### src/rtl/mealy_seq_detector_param.sv
// Serial sequence detector with a combinational Mealy match, a registered copy of it
// and a saturating match counter. Pattern, length and overlap mode are loadable at runtime.
module mealy_seq_detector_param #(
    parameter int               PAT_W       = 4,
    parameter int               CNT_W       = 8,
    parameter logic [PAT_W-1:0] DEF_PATTERN = 4'b1010,
    parameter bit               DEF_OVERLAP = 1'b0
) (
    input  logic                         clk,
    input  logic                         reset,
    input  logic                         din,
    input  logic                         din_valid,
    input  logic                         cfg_load,
    input  logic [PAT_W-1:0]             cfg_pattern,
    input  logic [$clog2(PAT_W+1)-1:0]   cfg_len,
    input  logic                         cfg_overlap,
    input  logic                         cnt_clr,
    output logic                         dout,
    output logic                         match_q,
    output logic [CNT_W-1:0]             match_cnt
);

    localparam int LEN_W = $clog2(PAT_W+1);
    localparam logic [LEN_W-1:0] LEN_MAX = LEN_W'(PAT_W);

    logic [PAT_W-1:0] hist_reg, hist_next;
    logic [PAT_W-1:0] pattern_reg, pattern_next;
    logic [LEN_W-1:0] len_reg, len_next;
    logic [LEN_W-1:0] fill_reg, fill_next;
    logic             overlap_reg, overlap_next;
    logic             match_q_reg;
    logic [CNT_W-1:0] match_cnt_reg, match_cnt_next;

    logic [PAT_W-1:0] window;
    logic [PAT_W-1:0] mask;
    logic [LEN_W:0]   fill_inc;
    logic             fill_ok;
    logic             pat_eq;
    logic [LEN_W-1:0] len_clamped;

    assign window = {hist_reg[PAT_W-2:0], din};

    // Only the low len bits of the window take part in the comparison.
    genvar gi;
    generate
        for (gi = 0; gi < PAT_W; gi = gi + 1) begin : g_mask
            assign mask[gi] = (len_reg > LEN_W'(gi));
        end
    endgenerate

    assign fill_inc = {1'b0, fill_reg} + {{LEN_W{1'b0}}, 1'b1};
    assign fill_ok  = (fill_inc >= {1'b0, len_reg});
    assign pat_eq   = ((window & mask) == (pattern_reg & mask));

    // Gated by reset so the output is quiet for the whole time reset is held.
    assign dout = reset & din_valid & ~cfg_load & fill_ok & pat_eq;

    always_comb begin
        len_clamped = cfg_len;
        if (cfg_len == '0) begin
            len_clamped = LEN_W'(1);
        end else if (cfg_len > LEN_MAX) begin
            len_clamped = LEN_MAX;
        end
    end

    always_comb begin
        hist_next    = hist_reg;
        fill_next    = fill_reg;
        pattern_next = pattern_reg;
        len_next     = len_reg;
        overlap_next = overlap_reg;

        if (cfg_load) begin
            pattern_next = cfg_pattern;
            len_next     = len_clamped;
            overlap_next = cfg_overlap;
            hist_next    = '0;
            fill_next    = '0;
        end else if (din_valid) begin
            hist_next = window;
            if (dout && !overlap_reg) begin
                // Non-overlapping: the matched bits may not seed the next match.
                fill_next = '0;
            end else if (fill_reg != LEN_MAX) begin
                fill_next = fill_inc[LEN_W-1:0];
            end
        end
    end

    always_comb begin
        match_cnt_next = match_cnt_reg;
        if (cnt_clr) begin
            match_cnt_next = '0;
        end else if (dout && (match_cnt_reg != {CNT_W{1'b1}})) begin
            match_cnt_next = match_cnt_reg + {{(CNT_W-1){1'b0}}, 1'b1};
        end
    end

    always_ff @(posedge clk or negedge reset) begin
        if (!reset) begin
            hist_reg      <= '0;
            fill_reg      <= '0;
            pattern_reg   <= DEF_PATTERN;
            len_reg       <= LEN_MAX;
            overlap_reg   <= DEF_OVERLAP;
            match_q_reg   <= 1'b0;
            match_cnt_reg <= '0;
        end else begin
            hist_reg      <= hist_next;
            fill_reg      <= fill_next;
            pattern_reg   <= pattern_next;
            len_reg       <= len_next;
            overlap_reg   <= overlap_next;
            match_q_reg   <= dout;
            match_cnt_reg <= match_cnt_next;
        end
    end

    assign match_q   = match_q_reg;
    assign match_cnt = match_cnt_reg;

endmodule

### config.mk
export PLATFORM = sky130hd
export DESIGN_NAME = mealy_seq_detector_param
export DESIGN_NICKNAME = d
export VERILOG_FILES = /design/src/rtl/mealy_seq_detector_param.sv
export SDC_FILE = /design/constraint.sdc
export NUM_CORES = 1
export LEC_CHECK = 0
export BUFFER_PORTS_ARGS = -buffer_cell sky130_fd_sc_hd__buf_2
export CAP_MARGIN = 0
export CELL_PAD_IN_SITES_DETAIL_PLACEMENT = 2
export CELL_PAD_IN_SITES_GLOBAL_PLACEMENT = 2
export CORE_MARGIN = 5
export CORE_UTILIZATION = 30
export DETAILED_ROUTE_END_ITERATION = 8
export PLACE_DENSITY = 0.68
export SYNTH_ARGS = -nofsm -noshare
export SYNTH_HDL_FRONTEND = slang
export SYNTH_SLANG_ARGS = --single-unit
export TNS_END_PERCENT = 1
### constraint.sdc
create_clock -name clk -period 3.8 [get_ports clk]
set_clock_uncertainty 0.05 [all_clocks]
set_input_delay 0.57 -clock clk [delete_from_list [all_inputs] [get_ports clk]]
set_output_delay 0.57 -clock clk [all_outputs]
set_load 0.01 [all_outputs]
==> results_dict.tcl, run 1 <==
set metrics [dict create \
    vias 1017 \
    track_usage_pct 13.0 \
    slowest_delay_ns 0.45 \
    crit_type "flip-flop to output pin" \
    synth_flop_cell "dfrtp_1" \
    cts_buffer_depth 2 \
    place.port_buffers 23 \
    fill_cells 457 \
    cp-end-kind "output pin" \
    post_cts_resized 0 \
    ir_worst_vdd_mv 0.226 \
    p_total_mw 0.505 \
    max_freq_mhz 334 \
    syn_inst 122 \
    crit_required_ns 3.18 \
    cts_made_buffers 3 \
    cts_setup_buffers 0 \
    worstSetupStartpointType "flip-flop" \
    rr_endpoint "match_cnt[0]" \
    cp_max_fo 9 \
    crit_top_cell "ha_1" \
    synth-seq-cells 23 \
    ys_types 37 \
    crit_path_top_delay_cell "dfrtp_1" \
    fp.coreArea_um2 4030 \
    path_cells "ha_1 -> xor2_1 -> ha_1 -> o21ai_0 -> o21ai_1 -> o2111ai_2 -> inv_1 -> buf_2" \
    synth_top_cell_by_area "dfrtp_1" \
    first_global_vias 1141 \
    outcome "completed" \
    most-common-layout-cells "23 x buf_2, 20 x dfrtp_1, 9 x nor2_1, 9 x nand2_1, 8 x inv_1" \
    synth_area_um2 1260 \
    endpoint "dout" \
    setup_tns_ns 0 \
    grt_max_degree 24 \
    drt_iter0_drc 26 \
    dieArea_um2 5600 \
    cp.arrival_ns 2.38 \
    fp-row-count 23 \
    pre_cts_ws_ns 1.11 \
    antenna_found_initial 0 \
    grt_pass1_wl_um 5500 \
    drc 0 \
    yosys.area.top_type_share_pct 39.7 \
    r2r-start "fill_reg[0]" \
    grt_use_met1_pct 16.2 \
    drt_first_pass_iters 2 \
    fin_nets 167 \
    r2r_slack_ns 1.18 \
    slew_headroom_pct 71.0 \
    period_needed_ns 3.00 \
    min_path_type "input pin to async pin" \
    fin_ws_ns 0.803 \
    antenna_left 0 \
    final_common_cell "buf_2" \
    setup.worst_path.start "fill_reg[0]" \
    cp_top_family "compound AO/OA/AOI/OAI gates" \
    syn_nets 142 \
    io_pins 24 \
    initial_utilization_pct 31.3 \
    ctsHtreeMaxLevel 1 \
    r2r_cells 8 \
    dieHeight_um 74.8 \
    cts_tree "yes" \
    clkLatencyLatePin_ns 0.27 \
    fin_crit_sh_pct 78.9 \
    cts.sinks 23 \
    die_w_um 74.8 \
    power.density_nw_per_um2 346 \
    overflow 0 \
    cp_num_cells 8 \
    ys_seq_area_share_pct 46.0 \
    synth-edff-count 0 \
    viasPerCell 5.19 \
    hold_ws_ns 0.242 \
    synth_area_leaders "dfrtp_1 40%, dfstp_2 6.3%, mux2_2 6.3%, ha_1 6.0%, xor2_1 3.5%" \
    syn_area_per_cell_um2 10.3 \
    grt-busiest-layer "met2" \
    setup_viol 0 \
    gr-usage-met2_pct 22.4 \
    largest_reg_flops 8 \
    routed_wl_um 3240 \
    clk_pin_slew_ns 0.09 \
    maxSlewViolCount 0 \
    syn_to_final_growth_pct 15.8 \
    cts-hold-fix-buffers 0 \
    final_layout_size_suffix_gt1_share_pct 28.8 \
    rsz0062_at_grt "no" \
    cp.buffers_inverters 2 \
    diodes 0 \
    gp_congestion 0.757 \
    root_buffer "clkbuf_8" \
    worst_pin_slew_ns 0.435 \
    leakage_nw 0.682 \
    dp.final_hpwl_um 2570 \
    ys_warn_count 0 \
    globalRouteMet3Util_pct 3.07 \
    wl_per_cell_um 16.5 \
    maxCapViolations 0 \
    hold_viol 0 \
    ys_async_sr_fraction_pct 100 \
]
layout make-up:
type | count | area, µm² | share of cell area, %
clock inverter | 1 | 7.51 | 0.515
sequential | 23 | 579 | 39.7
inverter | 8 | 30.0 | 2.06
multi-input combinational | 87 | 616 | 42.2
clock buffer | 3 | 41.3 | 2.83
tap | 50 | 62.6 | 4.29
timing repair buffer | 24 | 123 | 8.40
synthesized netlist by cell type, drive strengths merged, types with 2 or more instances:
cell type  count
xor2           5
a31oi          2
clkbuf         4
nand4          2
ha             6
nand3          3
inv            8
or3            5
nor3           2
a21oi          7
nor2           9
nand2          9
mux2i          4
nor2b          2
mux2           7
dfstp          3
o21ai          8
dfrtp         20
per-layer routing:
metal | vias to the layer above | part of all wire, %
li1 | 485 | -
met1 | 508 | 45
met2 | 20 | 50
met3 | 4 | 4.7
met4 | 0 | 1.0
met5 | - | 0
cell families after synthesis:
| logic type | after synthesis | share of synthesized area, % |
|---|---|---|
| compound gates | 27 | 14.3 |
| xor+xnor | 6 | 4.17 |
| fa+ha+maj | 6 | 5.96 |
| buf+inv | 12 | 5.16 |
| flops | 23 | 46.0 |
| mux | 11 | 9.43 |
| simple gates | 37 | 15.0 |
how the worst min path moves through the flow:
| stage | to | slack [ns] | depth (start not counted) |
|---|---|---|---|
| final | match_cnt[5] | 0.24 | 2 |
| after global routing | len_reg[0] | 0.26 | 2 |
| after global placement | overlap_reg | 0.45 | 1 |
| after detailed placement | overlap_reg | 0.48 | 1 |
| after floorplan | fill_reg[0] | 0.22 | 0 |
| after CTS | len_reg[0] | 0.25 | 2 |
through the flow:
stage	instance area (µm²)	utilization, %	cells
floorplan	1260	-	122
global placement	1410	35.0	192
detailed placement	1410	35.0	192
CTS	1460	36.2	196
global route	1460	36.2	196
finish	1460	36.2	196
report_power, final:
part / total [mW] / internal [mW] / switching [mW]
registers: 0.271 / 0.259 / 0.0118
clock network: 0.161 / 0.0744 / 0.0868
logic: 0.0731 / 0.0307 / 0.0425
Note: power is estimated with default switching activity, not from simulation.
==> run 2, diff against run 1 <==
--- a/config.mk
+++ b/config.mk
@@ -12,7 +12,7 @@
 export CORE_MARGIN = 5
 export CORE_UTILIZATION = 30
 export DETAILED_ROUTE_END_ITERATION = 8
-export PLACE_DENSITY = 0.68
+export PLACE_DENSITY = 0.71
 export SYNTH_ARGS = -nofsm -noshare
 export SYNTH_HDL_FRONTEND = slang
 export SYNTH_SLANG_ARGS = --single-unit
==> constraint.sdc (replaced) <==
create_clock -name clk -period 2.65 [get_ports clk]
set_clock_uncertainty 0.05 [all_clocks]
set_input_delay 0.3975 -clock clk [delete_from_list [all_inputs] [get_ports clk]]
set_output_delay 0.3975 -clock clk [all_outputs]
set_load 0.01 [all_outputs]
==> run 2 against run 1 <==
  * Routed wire length is 1.5% higher
  * Sequential share of layout area decreased by 1.1 points
  * Global-route usage shrank 0.13 points
  * Utilization up 1.1 points
  * Setup slack got worse by 0.69 ns
  * Combinational power is 76% higher
  * Total power rose by 46%
  * Via count rose by 3.3%
  * Flip-flop and latch count stayed put
  * Count of clock-buffer cells in the layout increased by 1
  * Critical endpoint unchanged
  * Largest cell class unchanged
  * Largest power group unchanged
==> results_dict.tcl, run 2 (synthesis gave the netlist of run 1 again) <==
set metrics [dict create \
    min_path_type "input pin to async pin" \
    ctsHtreeMaxLevel 1 \
    r2r_slack_ns 0.13 \
    maxSlewViolCount 0 \
    fp.coreArea_um2 4030 \
    cts.sinks 23 \
    viasPerCell 5.26 \
    drc 0 \
    placed_area_um2 1420 \
    worstSetupStartpointType "flip-flop" \
    setup_viol 0 \
    final_cell_area_um2 1500 \
    multi_input_area_um2 633 \
    cp-end-kind "output pin" \
    fin_nets 171 \
    syn_to_final_growth_pct 19.4 \
    place.port_buffers 23 \
    clkLatencyLatePin_ns 0.26 \
    cts_buffer_depth 2 \
    r2r-start "fill_reg[0]" \
    leakage_nw 0.700 \
    cts_made_buffers 3 \
    dieHeight_um 74.8 \
    period_needed_ns 2.54 \
    largest_reg_flops 8 \
    most-common-layout-cells "23 x buf_2, 19 x dfrtp_1, 9 x nor2_1, 9 x nand2_1, 8 x inv_1" \
    fill_cells 455 \
    drt_first_pass_iters 4 \
    first_global_vias 1119 \
    antenna_found_initial 0 \
    fin_ws_ns 0.113 \
    outcome "completed" \
    power.density_nw_per_um2 491 \
    initial_utilization_pct 31.3 \
    grt_max_degree 24 \
    cp_max_fo 5 \
    dieArea_um2 5600 \
    fin_crit_sh_pct 95.7 \
    vias 1051 \
    final_common_cell "buf_2" \
    final_layout_size_suffix_gt1_share_pct 32.0 \
    crit_type "flip-flop to output pin" \
    die_w_um 74.8 \
    seq_area_um2 581 \
    worst_pin_slew_ns 0.474 \
    fp-row-count 23 \
    clk_pin_slew_ns 0.08 \
    wl_per_cell_um 16.5 \
    hold_viol 0 \
    maxCapViolations 0 \
    overflow 0 \
    crit_required_ns 2.20 \
    root_buffer "clkbuf_8" \
    dp.final_hpwl_um 2600 \
    diodes 0 \
    r2r_cells 9 \
    cts_tree "yes" \
    cp.arrival_ns 2.09 \
    max_freq_mhz 394 \
    ir_worst_vdd_mv 0.173 \
    rr_endpoint "match_cnt[6]" \
    drt_iter0_drc 18 \
    gp_congestion 0.724 \
    io_pins 24 \
    slew_headroom_pct 68.3 \
    pre_cts_ws_ns 0.111 \
    grt_pass1_wl_um 5480 \
    track_usage_pct 12.8 \
    routed_wl_um 3290 \
    antenna_left 0 \
]
-- run 2: cell type report --
| class | count | area share [%] |
|---|---|---|
| inverters | 8 | 2.00 |
| flip-flops and latches | 23 | 38.6 |
| repair buffers | 28 | 10.1 |
| multi-input cells | 87 | 42.1 |
| well taps | 50 | 4.16 |
| clock buffers | 4 | 3.00 |
-- run 2: critical path, cell delays in order (launching register included) --
cell,delay (ns)
dfrtp_2,0.42
inv_1,0.06
ha_1,0.32
ha_1,0.29
o21ai_0,0.09
o21ai_2,0.21
o2111ai_4,0.19
inv_1,0.11
buf_2,0.13
-- run 2: timing repair --
item / 4_1_cts / 5_1_grt
setup endpoints to repair: 1 / 1
hold endpoints to repair: 0 / 0
gates resized for setup: 2 / 2
buffers inserted: 0 / 3
hold buffers: 0 / 0
pin swaps: 0 / 1
-- run 2: where the power goes --
part | switching [mW] | internal [mW]
Combinational | 0.0706 | 0.0582
Clock | 0.115 | 0.107
Sequential | 0.0159 | 0.372
-- run 2: through the flow --
| step | hold WS, ns | total power [mW] | cells | util, % | TNS, ns |
|---|---|---|---|---|---|
| 2_1_floorplan | 0.0519 | 0.462 | 122 | - | 0 |
| 3_3_place_gp | 0.400 | 0.502 | 193 | 35.2 | 0 |
| 3_5_place_dp | 0.379 | 0.513 | 193 | 35.2 | 0 |
| 4_1_cts | 0.0883 | 0.749 | 197 | 36.7 | 0 |
| 5_1_grt | 0.0842 | 0.786 | 200 | 37.3 | -0.0103 |
| 6_report | 0.0678 | 0.739 | 200 | 37.3 | 0 |
-- run 2: worst max-delay path by stage --
stage	start	end	slack (ns)
2_1_floorplan	fill_reg[0]	match_cnt[6]	0.33
3_3_place_gp	fill_reg[0]	match_cnt[6]	0.26
3_5_place_dp	fill_reg[0]	match_cnt[6]	0.11
4_1_cts	fill_reg[0]	dout	0.003
5_1_grt	fill_reg[0]	dout	-0.01
6_report	fill_reg[0]	dout	0.11
-- run 2: routing by layer --
metal,wire (µm),track usage [%],vias up
met5,0,0,-
met2,1670,23.2,19
met1,1450,15.9,535
li1,-,-,492
met4,29,2.96,0
met3,139,2.27,5
